File: src/rtl/ahb_crypto_slave_p.sv
// rtl/ahb_crypto_slave_p.sv - AHB-Lite register slave for an AES engine: key, command, FIFO data ports.
// Address phase is decoded into a transfer kind; the data phase stalls on FIFO flags.
module ahb_crypto_slave_p #(
  parameter int KEY_WORDS = 4,
  parameter int STATUS_W  = 8
) (
  input  logic                    HCLK,
  input  logic                    HRESETn,
  input  logic                    HSELx,
  input  logic                    HWRITE,
  input  logic [31:0]             HADDR,
  input  logic [1:0]              HTRANS,
  input  logic [2:0]              HSIZE,
  input  logic [31:0]             HWDATA,
  input  logic [STATUS_W-1:0]     status,
  input  logic [31:0]             data_out,
  input  logic                    rcv_fifo_full,
  input  logic                    rcv_fifo_empty,
  input  logic                    tx_fifo_empty,
  output logic [31:0]             HRDATA,
  output logic                    HREADY,
  output logic                    HRESP,
  output logic [31:0]             rcv_data,
  output logic                    rcv_enq_word,
  output logic                    tx_deq_word,
  output logic [32*KEY_WORDS-1:0] key_out,
  output logic                    key_load,
  output logic                    is_encrypt_pulse,
  output logic                    is_decrypt_pulse
);

  typedef enum logic [2:0] {S_IDLE, S_DATA, S_WAIT, S_ERR1, S_ERR2} state_t;
  typedef enum logic [2:0] {K_NONE, K_STATUS, K_ENC, K_DEC, K_KEY, K_DIN, K_DOUT} kind_t;

  localparam logic [7:0] KEY_LAST = 8'(16 + 4 * (KEY_WORDS - 1));

  state_t      r_state;
  state_t      w_next;
  kind_t       r_kind;
  kind_t       w_kind;
  logic        w_err;
  logic [2:0]  w_kidx;
  logic [2:0]  r_kidx;
  logic [7:0]  w_lo;
  logic        w_accept;
  logic        w_in_data;
  logic        w_stall;
  logic        w_done;
  logic        w_ready;
  logic [31:0] w_status_ext;
  logic [31:0] r_key [KEY_WORDS];
  logic        r_key_load;
  logic        r_enc;
  logic        r_dec;

  // Address-phase decode: kind of access, or error for anything not legal.
  always_comb begin
    w_kind = K_NONE;
    w_err  = 1'b0;
    w_lo   = HADDR[7:0];
    // key window starts at word offset 4 of the low address byte, so index wraps mod 8
    w_kidx = HADDR[4:2] - 3'd4;
    if ((HADDR[31:8] != 24'd0) || (HADDR[1:0] != 2'd0) || (HSIZE != 3'd2)) begin
      w_err = 1'b1;
    end else if (w_lo == 8'h00) begin
      w_err  = HWRITE;
      w_kind = HWRITE ? K_NONE : K_STATUS;
    end else if (w_lo == 8'h04) begin
      w_err  = !HWRITE;
      w_kind = HWRITE ? K_ENC : K_NONE;
    end else if (w_lo == 8'h08) begin
      w_err  = !HWRITE;
      w_kind = HWRITE ? K_DEC : K_NONE;
    end else if ((w_lo >= 8'h10) && (w_lo <= KEY_LAST)) begin
      w_err  = !HWRITE;
      w_kind = HWRITE ? K_KEY : K_NONE;
    end else if ((w_lo >= 8'h40) && (w_lo <= 8'h4C)) begin
      w_err  = !HWRITE;
      w_kind = HWRITE ? K_DIN : K_NONE;
    end else if ((w_lo >= 8'h80) && (w_lo <= 8'h8C)) begin
      w_err  = HWRITE;
      w_kind = HWRITE ? K_NONE : K_DOUT;
    end else begin
      w_err = 1'b1;
    end
  end

  always_comb begin
    w_in_data = (r_state == S_DATA) || (r_state == S_WAIT);
    w_stall   = w_in_data && (((r_kind == K_KEY)  && !rcv_fifo_empty) ||
                              ((r_kind == K_DIN)  &&  rcv_fifo_full)  ||
                              ((r_kind == K_DOUT) &&  tx_fifo_empty));
    w_done    = w_in_data && !w_stall;
    w_ready   = !(w_stall || (r_state == S_ERR1));
    w_accept  = HSELx && ((HTRANS == 2'b10) || (HTRANS == 2'b11)) && w_ready;
  end

  always_comb begin
    w_next = r_state;
    case (r_state)
      S_IDLE, S_ERR2: begin
        if (w_accept) w_next = w_err ? S_ERR1 : S_DATA;
        else          w_next = S_IDLE;
      end
      S_DATA, S_WAIT: begin
        if (w_stall)       w_next = S_WAIT;
        else if (w_accept) w_next = w_err ? S_ERR1 : S_DATA;
        else               w_next = S_IDLE;
      end
      S_ERR1:  w_next = S_ERR2;
      default: w_next = S_IDLE;
    endcase
  end

  always_comb begin
    w_status_ext                 = '0;
    w_status_ext[STATUS_W-1:0]   = status;
    HREADY                       = w_ready;
    HRESP                        = (r_state == S_ERR1) || (r_state == S_ERR2);
    HRDATA                       = '0;
    if (w_done && (r_kind == K_STATUS))    HRDATA = w_status_ext;
    else if (w_done && (r_kind == K_DOUT)) HRDATA = data_out;
    rcv_enq_word                 = w_done && (r_kind == K_DIN);
    rcv_data                     = (w_done && (r_kind == K_DIN)) ? HWDATA : '0;
    tx_deq_word                  = w_done && (r_kind == K_DOUT);
    key_load                     = r_key_load;
    is_encrypt_pulse             = r_enc;
    is_decrypt_pulse             = r_dec;
  end

  always_comb begin
    key_out = '0;
    for (int i = 0; i < KEY_WORDS; i++) begin
      key_out[32*(KEY_WORDS-1-i) +: 32] = r_key[i];
    end
  end

  always_ff @(posedge HCLK or negedge HRESETn) begin
    if (!HRESETn) begin
      r_state    <= S_IDLE;
      r_kind     <= K_NONE;
      r_kidx     <= '0;
      r_key_load <= 1'b0;
      r_enc      <= 1'b0;
      r_dec      <= 1'b0;
      for (int i = 0; i < KEY_WORDS; i++) r_key[i] <= '0;
    end else begin
      r_state <= w_next;
      if (w_accept) begin
        r_kind <= w_err ? K_NONE : w_kind;
        r_kidx <= w_kidx;
      end
      r_key_load <= w_done && (r_kind == K_KEY) && (r_kidx == 3'(KEY_WORDS - 1));
      r_enc      <= w_done && (r_kind == K_ENC);
      r_dec      <= w_done && (r_kind == K_DEC);
      for (int i = 0; i < KEY_WORDS; i++) begin
        if (w_done && (r_kind == K_KEY) && (r_kidx == 3'(i))) r_key[i] <= HWDATA;
      end
    end
  end

endmodule

File: config.mk
export PLATFORM = sky130hd
export DESIGN_NAME = ahb_crypto_slave_p
export DESIGN_NICKNAME = d
export VERILOG_FILES = /design/src/rtl/ahb_crypto_slave_p.sv
export SDC_FILE = /design/constraint.sdc
export NUM_CORES = 1
export LEC_CHECK = 0
export ABC_AREA = 1
export ABC_CLOCK_PERIOD_IN_PS = 4000
export CAP_MARGIN = 20
export CORE_MARGIN = 3
export CORE_UTILIZATION = 43
export CTS_CLUSTER_DIAMETER = 40
export CTS_CLUSTER_SIZE = 20
export DETAILED_ROUTE_END_ITERATION = 12
export PLACE_DENSITY = 0.92
export SLEW_MARGIN = 5
export SYNTH_ARGS = -nofsm -noshare
export SYNTH_HDL_FRONTEND = slang
export SYNTH_SLANG_ARGS = --single-unit
export TNS_END_PERCENT = 1
File: constraint.sdc
create_clock -name HCLK -period 4 [get_ports HCLK]
set_input_delay 0.6 -clock HCLK [delete_from_list [all_inputs] [get_ports HCLK]]
set_output_delay 0.6 -clock HCLK [all_outputs]
set_load 0.02 [all_outputs]
Word level (Yosys, flattened, before mapping)

Cells that the tools add are included.

Register bits: 140
Memories kept: 0
Bits of input ports: 116
RAM bits: 0
Logic and storage cells: 102
Latch bits: 0
Memory bits (read-only): 0

Magnitude comparators: 6
Equal/unequal tests: 18
Multiply operators: 0
Reductions and logical operators: 39
Div/mod/pow operators: 0
Shift-type cells: 0
Multiplexer cells: 28
Bitwise logic cells: 0
$add $sub $neg: 1

Operator list:

| kind                 | number |
|---|---|
| $mux W32             | 3 |
| $mux W3              | 11 |
| $reduce_bool A24 Y1  | 1 |
| $logic_and A1 B1 Y1  | 20 |
| $eq A3 B2 Y1 const B | 6 |
| $eq A3 B3 Y1 const B | 4 |
| $mux W2              | 5 |
| $eq A3 B1 Y1 const B | 3 |
| $pmux W3 S3          | 1 |
| $eq A8 B3 Y1 const B | 1 |
| $eq A8 B4 Y1 const B | 1 |
| $ge A8 B5 Y1 const B | 1 |
| $ge A8 B7 Y1 const B | 1 |
| $ge A8 B8 Y1 const B | 1 |
| $le A8 B5 Y1 const B | 1 |
| $le A8 B7 Y1 const B | 1 |
| $le A8 B8 Y1 const B | 1 |
| $logic_not A8 Y1     | 1 |
| $logic_or A1 B1 Y1   | 8 |
| $mux W1              | 8 |
| $logic_not A3 Y1     | 2 |
| $eq A2 B2 Y1 const B | 2 |
| $logic_not A1 Y1     | 4 |
| $reduce_or A2 Y1     | 2 |
| 3 further kinds      | 3 |

Depth between registers and ports, before layout

Gate-level depths: netlist (run 1).

Depth in word-level cells: 13
Gate-level depth with buffers: 11
Gate-level depth less buffers: 11

Least setup slack after synthesis (run 1)

No wires, ideal clock.

Path kind: input -> output
Start: input port rcv_fifo_empty
End: output port HRDATA[11]
Data required time: 3.400 ns
Path slack: 1.621 ns
Stages: 9
Arrival: 1.779 ns
Buffers on the path: 1
Cell sequence: inv_1 nand4_1 nand3_2 inv_2 nand2_4 inv_8 buf_8 nand2_4 nor3b_1

Word-level cells in the longest chain between the ends: 10
Elaborated cells on any way between the ends: 11

Ends and longest elaborated chain:

| item                  | RTL line | text |
|---|---|---|
| start, declared       | 18       | `input logic rcv_fifo_empty,` |
| $logic_not A1 Y1 *    | 90       | `w_stall = w_in_data && (((r_kind == K_KEY) && !rcv_fifo_empty) \|\|` |
| $logic_and A1 B1 Y1 * | 90       |  |
| $logic_or A1 B1 Y1 *  | 90       |  |
| $logic_or A1 B1 Y1 *  | 91       | `((r_kind == K_DIN) && rcv_fifo_full) \|\|` |
| $logic_and A1 B1 Y1 * | 90       |  |
| $logic_not A1 Y1 *    | 93       | `w_done = w_in_data && !w_stall;` |
| $logic_and A1 B1 Y1 * | 93       |  |
| $logic_and A1 B1 Y1   | 122      | `else if (w_done && (r_kind == K_DOUT)) HRDATA = data_out;` |
| $mux W32              | 122      |  |
| $mux W32 *            | 121      | `if (w_done && (r_kind == K_STATUS)) HRDATA = w_status_ext;` |
| end, declared         | 20       | `output logic [31:0] HRDATA,` |

Every way passes the cells marked *; elsewhere a longest branch is shown, timed or not.

Worst setup path in the final report (run 1)

Start: input port rcv_fifo_empty
End: output port HRDATA[22]

The elaborated chain is that of the path after synthesis.

==> results of run 1 <==
==> sequential cells by signal, summed over array words and instances (netlist names) <==
name / cells
key_out: 128
r_kidx: 3
r_kind: 3
r_state: 3
is_decrypt_pulse: 1
is_encrypt_pulse: 1
key_load: 1
==> metal layers <==
layer	GRT usage (%)	vias to the layer above	routed length, µm
met1	28.06	2795	7472
met3	6.958	29	1488
li1	-	2824	-
met5	0	-	0
met2	42.79	260	10310
met4	8.926	0	355
==> through the flow <==
step                      area, µm²  hold slack, ps  util, %  instances
after global placement         9460           463.6    66.61       1162
after floorplan                6407           304.4        -        696
final                         10030           272.9    70.61       1194
after global routing          10030           330.1    70.61       1194
after detailed placement       9460           466.6    66.61       1162
after CTS                     10030           295.1    70.61       1194
==> cell usage after synthesis, types with 2 or more instances <==
cell                      instances
sky130_fd_sc_hd__nor4_1           2
sky130_fd_sc_hd__o21ai_2         35
sky130_fd_sc_hd__nor3_4           2
sky130_fd_sc_hd__nand3_4          4
sky130_fd_sc_hd__inv_2            2
sky130_fd_sc_hd__dfrtp_1        140
sky130_fd_sc_hd__nand2_1        175
sky130_fd_sc_hd__buf_6           25
sky130_fd_sc_hd__nor2_4          10
sky130_fd_sc_hd__inv_1           77
sky130_fd_sc_hd__o21ai_0          5
sky130_fd_sc_hd__nand2_4          2
sky130_fd_sc_hd__nand3_1         21
sky130_fd_sc_hd__nor2_2          10
sky130_fd_sc_hd__buf_2            4
sky130_fd_sc_hd__nor2_1          64
sky130_fd_sc_hd__nor3_1           7
sky130_fd_sc_hd__nand4_1          7
sky130_fd_sc_hd__o21ai_1         93
==> power by group through the flow <==
stage	clock (W)	sequential [W]	combinational, W
global placement	0	0.00146	0.000255
detailed placement	0	0.00146	0.000261
floorplan	0	0.00146	0.0000901
finish	0.00149	0.00143	0.000260
CTS	0.00152	0.00143	0.000262
global route	0.00158	0.00143	0.000286
==> path summary, 6_finish.rpt <==
check / start / end / slack [ps] / depth (start not counted)
max: rcv_fifo_empty / HRDATA[22] / 610 / 11
min: HRESETn / key_out[6] / 270 / 1
max reg2reg: r_kind[2] / key_out[55] / 1630 / 5
min reg2reg: key_out[37] / key_out[37] / 480 / 2
max in group asynchronous: HRESETn / key_out[117] / 2860 / 2
min in group HCLK: key_out[37] / key_out[37] / 480 / 2
==> cells by family after synthesis <==
kind of cell / count (synthesis) / synth area share (%)
buf+inv: 113 / 10.27
simple gates: 308 / 22.42
compound gates: 135 / 12.63
flops: 140 / 54.68
==> layout make-up <==
type | count | area, µm² | area share (%)
Clock buffer | 20 | 456.7 | 4.553
Clock inverter | 12 | 112.6 | 1.123
Inverter | 81 | 314.1 | 3.131
Multi-Input combinational cell | 443 | 2246 | 22.39
Sequential cell | 140 | 3503 | 34.93
Tap cell | 180 | 225.2 | 2.246
Timing Repair Buffer | 318 | 3172 | 31.62
==> worst max-delay path: stages <==
cell and delay [ps]:
sky130_fd_sc_hd__clkdlybuf4s50_1 460, sky130_fd_sc_hd__inv_1 40, sky130_fd_sc_hd__nand4_1 90, sky130_fd_sc_hd__nand3_2 80, sky130_fd_sc_hd__inv_2 70, sky130_fd_sc_hd__nand2_4 80, sky130_fd_sc_hd__inv_8 140, sky130_fd_sc_hd__nand2_4 240
sky130_fd_sc_hd__buf_4 290, sky130_fd_sc_hd__nor2_4 90, sky130_fd_sc_hd__clkdlybuf4s50_1 600
==> flow_summary.toml, run 1 <==
[outcome]
outcome = "finished clean"

[place]
dpl_worst_slack_ps = 593.9
dp_hpwl_um = 14390
routabilityCongestion = 0.8107
placement.io_buffers = 313

[global_routing]
globalRouteTotalUtil_pct = 24.28
gr-total-overflow = 0
largest_net_degree_at_the_start_of_global_routing = 94
grt_pass1_vias = 5963
antenna_violations_before_repair = 0
first_pass_grt_wire_length_um = 31280

[sta]
setup_ws_ps = 608.6
maxSlewHeadroom_pct = 39.71
fmax_mhz = 294.9
min_period_over_period_pct = 84.78
rsz0062_at_grt = "no"
layout_min_cycle_time_ps = 3391
drv_slew = 0
timing.setup.tns_ps = 0
clock-skew-final_ps = 7.233
max_slew.worst_pin.slew_ps = 904.4
final_hold_viol_count = 0
final_setup_violation_count = 0

[cells_and_area]
layout_commonest_cell = "sky130_fd_sc_hd__clkdlybuf4s50_1"
antenna_cells = 0
nNetsFinal = 1117
num-fill-cells = 1037
layout.cells.most_common_list = "sky130_fd_sc_hd__clkdlybuf4s50_1 (312), sky130_fd_sc_hd__nand2_1 (175), sky130_fd_sc_hd__dfrtp_1 (140)"
share_of_final_layout_standard_cells_stronger_than_drive_strength_1_pct = 10.55
area.growth.synth_to_final_pct = 56.53

[floorplan]
floorplan.rows = 43
design.core.area_mm2 = 0.01420
top_level_ports = 315
die_width_um = 128.1
start_util_pct = 45.11
die_h_um = 128.1
design.die.area_mm2 = 0.01640

[drt]
drt_drc_violations_left = 0
postRouteWirelength_um = 19630
drt-initial-drc-count = 366
route.vias.total = 5908
drt_pre_antenna_iters = 7
postRouteAntennaNets = 0
drt-wirelength-per-cell_um = 16.44
vias_per_cell = 4.948

[clock_network]
cts_resized = 0
cts_tree = "built"
setup_bufs_post_cts = 0
cts.sink_count = 140
cts_hold_buf = 0
clock_path_buffers = 2
worstSkewPairLatency_ps = 410
clock_tree.root_cell = "sky130_fd_sc_hd__clkbuf_16"
cts_inserted_buffers = 17
cts.clk_slew.worst_paths_ps = 60
cts_max_level = 4

[power]
leakage_power_nw = 4.532
p_int_w = 0.002442
ir_worst_vdd_uv = 287.4
switching_power_w = 0.0007390
sequentialPowerShare_pct = 45.0
clockPowerShare_pct = 46.8
power.switching_fraction_pct = 23.23
power-per-cell-area_mw_per_mm2 = 317.1
share_comb_of_total_power_pct = 8.2
design_power_total_w = 0.003181

[synth]
synthesis.area_mm2 = 0.006407
async_reset_ff_share_pct = 100.0
yosysTopAreaCell = "sky130_fd_sc_hd__dfrtp_1"
synthTopCellsByArea = "sky130_fd_sc_hd__dfrtp_1 (55%), sky130_fd_sc_hd__nand2_1 (10%), sky130_fd_sc_hd__o21ai_1 (7.3%)"
syn-num-nets = 812
synth_top_area_share_pct = 54.68
synth_cell_types = 30
synth_top_flop_cell = "sky130_fd_sc_hd__dfrtp_1"
post_synth.cell_area_avg_um2 = 9.206
synth-edff-count = 0
yosys_warnings = 0
yosys_register_bits = 140
synth_cells = 696
synth-seq-area-share_pct = 54.68

[min_path]
hold_class = "in -> async"

[setup_path]
worst_ep_arrival_time_ps = 2790
worst-setup-path-type = "in -> out"
worst_setup_path_start_kind = "primary input"
worst_ep_required_time_ps = 3400
setup.worst_path.end_class = "primary output"
cp_max_fo = 21

[job]
max-cap-violations = 0
No activity file was read; power rests on OpenSTA's default activity.
==> run 2: changes to the inputs <==
ABC_CLOCK_PERIOD_IN_PS = 3500   (was 4000)
CORE_UTILIZATION = 41   (was 43)
PLACE_DENSITY = 0.88   (was 0.92)
clock period = 3.5 ns   (was 4 ns; I/O delays follow)
==> run 2 against run 1 <==
Clock skew about the same. Final cell count up 2.9%. Count of clock-buffer cells in the layout down 1. Hold slack worse by 210 ps. Combinational power up 15%. Flip-flop and latch count unchanged. Core utilization down 3.8 points. Sequential power up 15%. Critical endpoint is now HRDATA[10]. First-iteration DRC count down 10%. Via count up 0.10%. Sequential share of layout area down 0.56 points. Largest power group unchanged.
==> flow_summary.toml, run 2 (synthesis results as in run 1) <==
[setup_path]
cp_max_fo = 16
worst-setup-path-type = "reg -> out"
worst_setup_path_start_kind = "register"
worst_path_largest_cell_delay_ps = 620
critical-path-top-cell-by-count = "sky130_fd_sc_hd__nand2_4"
cpLargestDelayFamily = "buffers and inverters"
worstPathCellList = "inv_1, nand4_1, nand3_2, inv_2, nand2_4, inv_8, nand2_4, buf_4, nor2_4, clkdlybuf4s50_1"
worst_ep_arrival_time_ps = 2720
setup.worst_path.end_class = "primary output"
cp_max_stage_cell = "sky130_fd_sc_hd__clkdlybuf4s50_1"
worst_ep_required_time_ps = 2970
critPathBufInv = 5

[clock_network]
worstSkewPairLatency_ps = 410
cts.sink_count = 140
cts.clk_slew.worst_paths_ps = 60
cts_resized = 0
cts_hold_buf = 0
cts_inserted_buffers = 17
clock_tree.root_cell = "sky130_fd_sc_hd__clkbuf_16"
cts_tree = "built"
cts_max_level = 4
clock_path_buffers = 2
setup_bufs_post_cts = 0

[place]
numPlacedInstances = 1196
placement.io_buffers = 313
routabilityCongestion = 0.8305
dp_hpwl_um = 14020
placement.cell_area_mm2 = 0.009534

[cells_and_area]
area.growth.synth_to_final_pct = 59.07
nNetsFinal = 1121
largest_register_ff_count = 128
share_of_final_layout_standard_cells_stronger_than_drive_strength_1_pct = 11.00
layout_commonest_cell = "sky130_fd_sc_hd__clkdlybuf4s50_1"
num-fill-cells = 1147
layout.cells.most_common_list = "sky130_fd_sc_hd__clkdlybuf4s50_1 (312), sky130_fd_sc_hd__nand2_1 (175), sky130_fd_sc_hd__dfrtp_1 (140)"
antenna_cells = 0
postLayoutCellArea_mm2 = 0.01019
postLayoutCoreUtil_pct = 66.80
final-instance-count-excl-fill = 1229

[global_routing]
busiest_layer = "met2"
gr-usage-met2_pct = 37.37
antenna_violations_before_repair = 0
first_pass_grt_wire_length_um = 29190
grt_pass1_vias = 5761
globalRouteTotalUtil_pct = 21.80
largest_net_degree_at_the_start_of_global_routing = 122
gr-total-overflow = 0
gr-usage-met1_pct = 26.35
groute.layer.met3.usage_pct = 5.244

[drt]
vias_per_cell = 4.812
drt_pre_antenna_iters = 4
postRouteAntennaNets = 0
drt_drc_violations_left = 0
drt-initial-drc-count = 328
drt-wirelength-per-cell_um = 15.62
route.vias.total = 5914
postRouteWirelength_um = 19190

[floorplan]
floorplan.rows = 45
die_width_um = 131.0
start_util_pct = 41.99
top_level_ports = 315
design.core.area_mm2 = 0.01526
design.die.area_mm2 = 0.01716
die_h_um = 131.0

[sta]
max_slew.worst_pin.slew_ps = 654.6
min_period_over_period_pct = 92.70
hold_ws_ps = 63.29
final_hold_viol_count = 0
drv_slew = 0
final_setup_violation_count = 0
maxSlewHeadroom_pct = 56.20
timing.setup.tns_ps = 0
clock-skew-final_ps = 7.241
fmax_mhz = 308.2
rsz0062_at_grt = "no"
layout_min_cycle_time_ps = 3245

[min_path]
hold_class = "in -> async"

[power]
ir_worst_vdd_uv = 288.0
power-per-cell-area_mw_per_mm2 = 376.0
leakage_power_nw = 4.601

[outcome]
outcome = "finished clean"

[job]
max-cap-violations = 0
-- run 2: cell types whose count changed in the layout (fill, tap and decap cells not counted), sizes merged --
cell,delta
clkinvlp,-3
clkbuf,-1
inv,+3
clkinv,-1
buf,+4
bufinv,+2
-- run 2: report_power, final --
part           switching, W  internal (W)  total, W  leakage [nW]
logic              0.000152      0.000147  0.000300          2.35
registers        0.00000916       0.00163   0.00164          1.95
clock network      0.000720       0.00118   0.00190         0.304
-- run 2: worst paths after layout --
kind,start,to,slack [ps],cells after the start
hold reg to reg,key_out[119],key_out[119],480,2
min in group HCLK,key_out[119],key_out[119],480,2
hold / removal,HRESETn,key_out[7],60,1
setup reg to reg,r_kind[2],key_out[46],1160,6
setup / recovery,r_kind[1],HRDATA[10],260,10
max in group asynchronous,HRESETn,key_out[57],2730,2
-- run 2: per-layer routing --
| metal | up-vias | share of wire, % |
|---|---|---|
| met2 | 250 | 50 |
| met1 | 2801 | 40 |
| li1 | 2833 | - |
| met3 | 30 | 7.0 |
| met5 | - | 0 |
| met4 | 0 | 2.2 |
-- run 2: final cells by class --
class	count	area (µm²)	area share [%]
sequential	140	3503	34.37
timing repair buffer	322	3234	31.73
multi-input combinational	443	2246	22.04
clock buffer	19	452.9	4.444
inverter	81	314.1	3.081
tap	211	264.0	2.590
clock inverter	13	177.7	1.743
-- run 2: per-stage QoR --
stage                     setup slack [ps]  total power [W]
final                                255.4         0.003832
after global routing                 85.78         0.003956
after CTS                            221.0         0.003872
after detailed placement             245.4         0.001962
after global placement               330.0         0.001956
after floorplan                       1271         0.001766
==> run 3: changes to the inputs <==
SKIP_CTS_REPAIR_TIMING = 1   (was default)
==> results of run 3 <==
The final DEF is identical to that of run 2; final timing and power are the same.
